--- src/rtl/bcd_counter_ndigit_if.sv ---
// Control/data bundle for bcd_counter_ndigit: count controls, load value, count and terminal-count outputs.
// The counter takes the slave modport; whatever drives the controls takes master.
interface bcd_counter_ndigit_if #(
  parameter int DIGITS = 2
);
  logic                  En;
  logic                  Up;
  logic                  Ld;
  logic [4*DIGITS-1:0]   D;
  logic [4*DIGITS-1:0]   O;
  logic                  Co;

  modport master (
    output En,
    output Up,
    output Ld,
    output D,
    input  O,
    input  Co
  );

  modport slave (
    input  En,
    input  Up,
    input  Ld,
    input  D,
    output O,
    output Co
  );
endinterface

--- src/rtl/bcd_counter_ndigit.sv ---
// N-digit up/down BCD counter with sanitising parallel load and combinational terminal count.
// Optional macro BCD_COUNTER_SATURATE_EN makes counting saturate at all-9s/all-0s instead of wrapping.
module bcd_counter_ndigit #(
  parameter int DIGITS = 2
) (
  input  logic                 Clk,
  input  logic                 R,
  bcd_counter_ndigit_if.slave  bus
);

  localparam int W = 4 * DIGITS;

  if (DIGITS < 1 || DIGITS > 8) begin : g_bad_digits
    $error("bcd_counter_ndigit: DIGITS must be in 1..8");
  end

  logic [W-1:0]    cnt;
  logic [W-1:0]    cnt_nxt;
  logic [W-1:0]    load_val;
  logic [W-1:0]    inc_val;
  logic [W-1:0]    dec_val;
  logic [DIGITS:0] low9;
  logic [DIGITS:0] low0;
  logic            all9;
  logic            all0;
  logic            terminal;

  // low9[i] / low0[i]: every digit below i is 9 / 0, i.e. digit i carries / borrows.
  always_comb begin
    low9     = '0;
    low0     = '0;
    inc_val  = cnt;
    dec_val  = cnt;
    load_val = '0;
    low9[0]  = 1'b1;
    low0[0]  = 1'b1;
    for (int i = 0; i < DIGITS; i++) begin
      low9[i+1] = low9[i] & (cnt[4*i +: 4] == 4'd9);
      low0[i+1] = low0[i] & (cnt[4*i +: 4] == 4'd0);
      if (low9[i]) begin
        inc_val[4*i +: 4] = (cnt[4*i +: 4] == 4'd9) ? 4'd0 : cnt[4*i +: 4] + 4'd1;
      end
      if (low0[i]) begin
        dec_val[4*i +: 4] = (cnt[4*i +: 4] == 4'd0) ? 4'd9 : cnt[4*i +: 4] - 4'd1;
      end
      load_val[4*i +: 4] = (bus.D[4*i +: 4] > 4'd9) ? 4'd9 : bus.D[4*i +: 4];
    end
  end

  assign all9     = low9[DIGITS];
  assign all0     = low0[DIGITS];
  assign terminal = bus.Up ? all9 : all0;

  always_comb begin
    cnt_nxt = cnt;
    if (bus.Ld) begin
      cnt_nxt = load_val;
    end else if (bus.En) begin
`ifdef BCD_COUNTER_SATURATE_EN
      if (!terminal) begin
        cnt_nxt = bus.Up ? inc_val : dec_val;
      end
`else
      cnt_nxt = bus.Up ? inc_val : dec_val;
`endif
    end
  end

  always_ff @(posedge Clk) begin
    if (R) begin
      cnt <= '0;
    end else begin
      cnt <= cnt_nxt;
    end
  end

  assign bus.O  = cnt;
  assign bus.Co = bus.En & ~bus.Ld & ~R & terminal;

endmodule

--- src/flat_wrapper.sv ---
// flat-port wrapper written by rule: the top's interface ports become plain ports
module bcd_counter_ndigit_flat 
#(
  parameter int DIGITS = 2
)
  (Clk, R, bus_En, bus_Up, bus_Ld, bus_D, bus_O, bus_Co);
  bcd_counter_ndigit_if #(.DIGITS(DIGITS)) bus_i ();
  input  logic Clk;
  input  logic R;
  input wire logic [$bits(bus_i.En)-1:0] bus_En;
  input wire logic [$bits(bus_i.Up)-1:0] bus_Up;
  input wire logic [$bits(bus_i.Ld)-1:0] bus_Ld;
  input wire logic [$bits(bus_i.D)-1:0] bus_D;
  output wire logic [$bits(bus_i.O)-1:0] bus_O;
  output wire logic [$bits(bus_i.Co)-1:0] bus_Co;
  assign bus_i.En = bus_En;
  assign bus_i.Up = bus_Up;
  assign bus_i.Ld = bus_Ld;
  assign bus_i.D = bus_D;
  assign bus_O = bus_i.O;
  assign bus_Co = bus_i.Co;
  bcd_counter_ndigit #(.DIGITS(DIGITS)) u_core (.Clk(Clk), .R(R), .bus(bus_i));
endmodule
--- config.mk ---
export PLATFORM = sky130hd
export DESIGN_NAME = bcd_counter_ndigit_flat
export DESIGN_NICKNAME = d
export VERILOG_FILES = /design/src/rtl/bcd_counter_ndigit_if.sv /design/src/rtl/bcd_counter_ndigit.sv /design/src/flat_wrapper.sv
export SDC_FILE = /design/constraint.sdc
export NUM_CORES = 1
export LEC_CHECK = 0
export CORE_MARGIN = 1
export CORE_UTILIZATION = 46
export CTS_CLUSTER_SIZE = 20
export DETAILED_ROUTE_END_ITERATION = 10
export PLACE_DENSITY = 0.78
export RECOVER_POWER = 100
export SLEW_MARGIN = 20
export SYNTH_ARGS = -nofsm -noshare
export SYNTH_HDL_FRONTEND = slang
export SYNTH_SLANG_ARGS = --single-unit
--- constraint.sdc ---
create_clock -name Clk -period 1.6 [get_ports Clk]
set_input_delay 0.32 -clock Clk [delete_from_list [all_inputs] [get_ports Clk]]
set_output_delay 0.32 -clock Clk [all_outputs]
set_load 0.03 [all_outputs]
======== After elaboration in Yosys (flattened, before gate mapping) ========
Index checks and enable logic that the tools add are counted.
storage, ports and cells
  input bits .............................. 13
  register bits after elaboration ......... 8
  word-level logic and storage cells ...... 35
  output and inout port bits .............. 9
cells by class
  add/subtract/negate cells ............... 4
  reduce and logical (&&, ||, !) cells .... 5
  equal/unequal tests ..................... 3
  multiplexer cells ....................... 12
  $lt $le $gt $ge ......................... 2
  bitwise logic cells ..................... 7
operators by type and width
  operator                                               count
  two-way mux 4 bit                                      8
  two-way mux 8 bit                                      3
  adder 4 x 1 -> 4 bit, second input constant            2
  equality test 4 bit, second input constant             2
  > comparator 4 bit, second input constant              2
  logical NOT 4 bit                                      2
  subtractor 4 x 1 -> 4 bit, second input constant       2
  bitwise AND 1 bit                                      5
  inequality test 3 x 1 -> 1 bit, second input constant  1
  AND reduction 3 bit                                    1
  nonzero test 3 bit                                     1
  inverter 1 bit                                         2
  nonzero test 2 bit                                     1
  two-way mux 1 bit                                      1

======== Longest topological paths before layout ========
  depth after elaboration ................. 6
  gate-level depth with buffers ........... 6

======== Worst setup path before layout ========
No wires, ideal clock.
  kind .................................... flip-flop to output port
  from .................................... register u_core.cnt[4] (netlist: u_core.bus.O[4])
  to ...................................... output port bus_Co
  cell stages (with the launch flop) ...... 5
  arrival ................................. 1.387 ns
  slack ................................... -0.107 ns
  cells stage by stage .................... dfxtp_1 buf_2 nand2_1 o22ai_1 and4b_1
between the ends
  word-level cells in the longest chain between the ends .. 4
  elaborated cells on any way between the ends .. 6
RTL lines
  element                                                          line                                                text
  from (decl)                                                      bcd_counter_ndigit.sv:17                            logic [W-1:0] cnt;
  from (signal assigned)                                           bcd_counter_ndigit.sv:73                            cnt <= cnt_nxt;
  equality test 4 bit / logical NOT 4 bit (equally long branches)  bcd_counter_ndigit.sv:38, bcd_counter_ndigit.sv:39
  bitwise AND 1 bit, on equally long branches                      bcd_counter_ndigit.sv:38, bcd_counter_ndigit.sv:39
  two-way mux 1 bit *                                              bcd_counter_ndigit.sv:52                            assign terminal = bus.Up ? all9 : all0;
  bitwise AND 1 bit *                                              bcd_counter_ndigit.sv:78                            assign bus.Co = bus.En & ~bus.Ld & ~R & terminal;
  to (decl)                                                        flat_wrapper.sv:15                                  output wire logic [$bits(bus_i.Co)-1:0] bus_Co;
Every way passes the cells marked *; elsewhere a longest branch is shown, timed or not.

======== Worst setup path in the final report ========
  from .................................... register u_core.cnt[2] (netlist: u_core.bus.O[2])
  to ...................................... output port bus_Co
Same word-level chain as after synthesis.

==> reports/results.ini <==
[synthesis]
syn_inst=100
synthAdderAreaFrac_pct=0
synth.avg_cell_area_um2=7.520
synth_xor_area_share_pct=6.988
yosysTopAreaCell=dfxtp_1
synth_compound_area_share_pct=32.11
synth_seq_area_share_pct=21.30
synth.area.mux_share_pct=0
netlist_area_um2=752.0
synth_edf_count=0
synth_area_leaders=dfxtp_1 (21%), xnor2_1 (5.8%), nor2_1 (5.5%)
synth_top_area_share_pct=21.30
yosysUniqueCellTypes=46
synthSimpleGateAreaFrac_pct=30.62
yosys_warnings=0
async_reset_ff_share_pct=0
synth_top_family_by_area=compound AO/OA/AOI/OAI gates
synth.most_common_cell=nor2_1
ys.flop_type=dfxtp_1
synth_common_cells=nor2_1 (11), dfxtp_1 (8), nand2_1 (5), o21ai_0 (5), xnor2_1 (5)
ys_ff_latch=8
syn-num-nets=113

[global_route]
grt_remaining_overflow=0
grt_pass1_wl_mm=3.470
grtUsageTotal_pct=25.71
grt_max_degree=12
antenna_found_initial=0
grt_pass1_vias=771

[floorplanning]
die_h_um=42.43
initial_core_util_pct=49.34
die_w_um=42.43
dieArea_um2=1800
core.rowCount=14
coreArea_um2=1524
ios=22

[cells_and_area]
final_cells=152
fillCellCount=124
largest_reg_flops=8
syn_to_final_growth_pct=52.25
final_nets=151
fin_util_pct=75.12
seqCellArea_um2=168.9
multi_input_area_um2=565.5
diodes=0
drive_gt1_share_pct=33.82

[place]
dp_hpwl_mm=1.422
dpl_worst_slack_ns=-0.3566
routabilityCongestion=0.7733
dp.cells=145
io_buffer_count=21

[setup_path]
r2r_start=u_core.bus.O[2]
rrSetupSlack_ns=0
critPathArrivalTime_ns=1.40
r2r_cells=6
path_class=reg2out
cp-startpoint=u_core.bus.O[2]
path_max_fanout=7
crit_required_ns=1.28
r2r_end=u_core.bus.O[7]
cp-start-kind=flip-flop
end_kind=output pin

[run_status]
violations=setup timing
status=finished with violations

[timing]
clock_skew_ns=0.001245
fmax_ghz=0.5812
holdWs_ns=0.5967
rsz0062_at_grt=yes
hold_violations=0
fin_ws_ns=-0.1207
tightestPinTransition_ns=0.4070
setup_violations=2
slew-limit-headroom_pct=72.49
post-route-period-util_pct=107.5
drv_slew=0
finalCriticalPeriod_ns=1.721

[job]
drv_cap=0

[detailed_routing]
num_vias=896
first_pass_iters=4
drc=0
routed_wl_mm=2.098
ant_nets=0
wl_per_cell_um=13.80
drt-initial-drc-count=30
via_per_inst=5.895

[min_path]
whs_path_depth=2
min_from=u_core.bus.O[7]
hold_path_end=u_core.bus.O[7]
min_path_type=reg2reg

[clock_network]
cts_tree=yes
clock_sinks=8
clk_path_buf_depth=2
cts_root_buffer=clkbuf_4
clk_latency_ns=0.26
clk_pin_slew_ns=0.05
cts_hold_buf=0
htree_levels=1
cts_inserted_buffers=3

[power_and_ir_drop]
ir_drop_mv=0.4970
total_power_mw=0.7055
p_per_area_nw_per_um2=616.3
p_leak_nw=0.4696

-- power breakdown --
| part | switching [mW] | internal (mW) | leakage [nW] |
|---|---|---|---|
| Clock | 0.0722 | 0.0861 | 0.0138 |
| Combinational | 0.155 | 0.152 | 0.388 |
| Sequential | 0.0235 | 0.217 | 0.0681 |
| Total | 0.250 | 0.455 | 0.470 |
-- layout make-up --
type	count	share of cell area, %
Multi-Input combinational cell	78	49.40
Timing Repair Buffer	42	30.49
Sequential cell	8	14.75
Clock buffer	3	1.967
Tap cell	16	1.749
Inverter	5	1.639
-- critical path, stage by stage, from the launching register on --
cell and delay (ns):
dfxtp_4 0.36, or3b_4 0.37, and4b_2 0.29, buf_6 0.13
-- placed cells by master, fill, tap and decap left out, types with 3 or more instances in the layout --
cell type	netlist	final
clkbuf_1	3	3
nand2_1	5	5
nand3_1	4	4
o21ai_0	5	5
clkdlybuf4s50_1	0	10
dlygate4sd2_1	0	7
clkbuf_4	0	3
buf_6	1	3
buf_4	1	19
a21oi_1	3	3
dfxtp_2	0	4
dfxtp_1	8	3
xnor2_1	5	4
inv_1	4	4
nor2_1	11	9
nor2b_1	4	4
-- through the flow --
| stage | setup TNS (ns) | area (µm²) |
|---|---|---|
| after global routing | -0.2552 | 1145 |
| final | -0.1210 | 1145 |
| after global placement | -1.805 | 1061 |
| after detailed placement | -2.059 | 1061 |
| after floorplan | 0 | 757.0 |
| after CTS | -0.1417 | 1114 |
-- worst max path at each step --
stage	endpoint	slack, ns	cells after the start
after global routing	bus_Co	-0.15	3
after global placement	bus_Co	-0.34	4
final	bus_Co	-0.12	3
after floorplan	bus_Co	0.002	2
after detailed placement	bus_Co	-0.36	4
after CTS	bus_Co	-0.14	3
-- logic make-up (layout without fill, tap and decap cells) --
kind of cell / Yosys count / after routing
AOI/OAI and AO/OA: 31 / 31
xor gates and xnor gates: 6 / 6
buffers and inverters: 14 / 50
DFF: 8 / 8
and+or+nand+nor: 41 / 41
-- what timing repair did --
action	CTS	global route
endpoints found under the setup margin	11	7
pin swaps	1	6
gates resized for setup	10	12
buffers inserted	3	1
-- routing by layer --
layer	GRT usage, %	share of wire [%]	wire (µm)	up-vias
met4	18.13	3.2	68	0
met2	35.38	45	945	40
li1	-	-	-	439
met5	0	0	0	-
met1	35.17	45	954	409
met3	5.172	6.2	130	8
(Power assumes the default switching activity.)
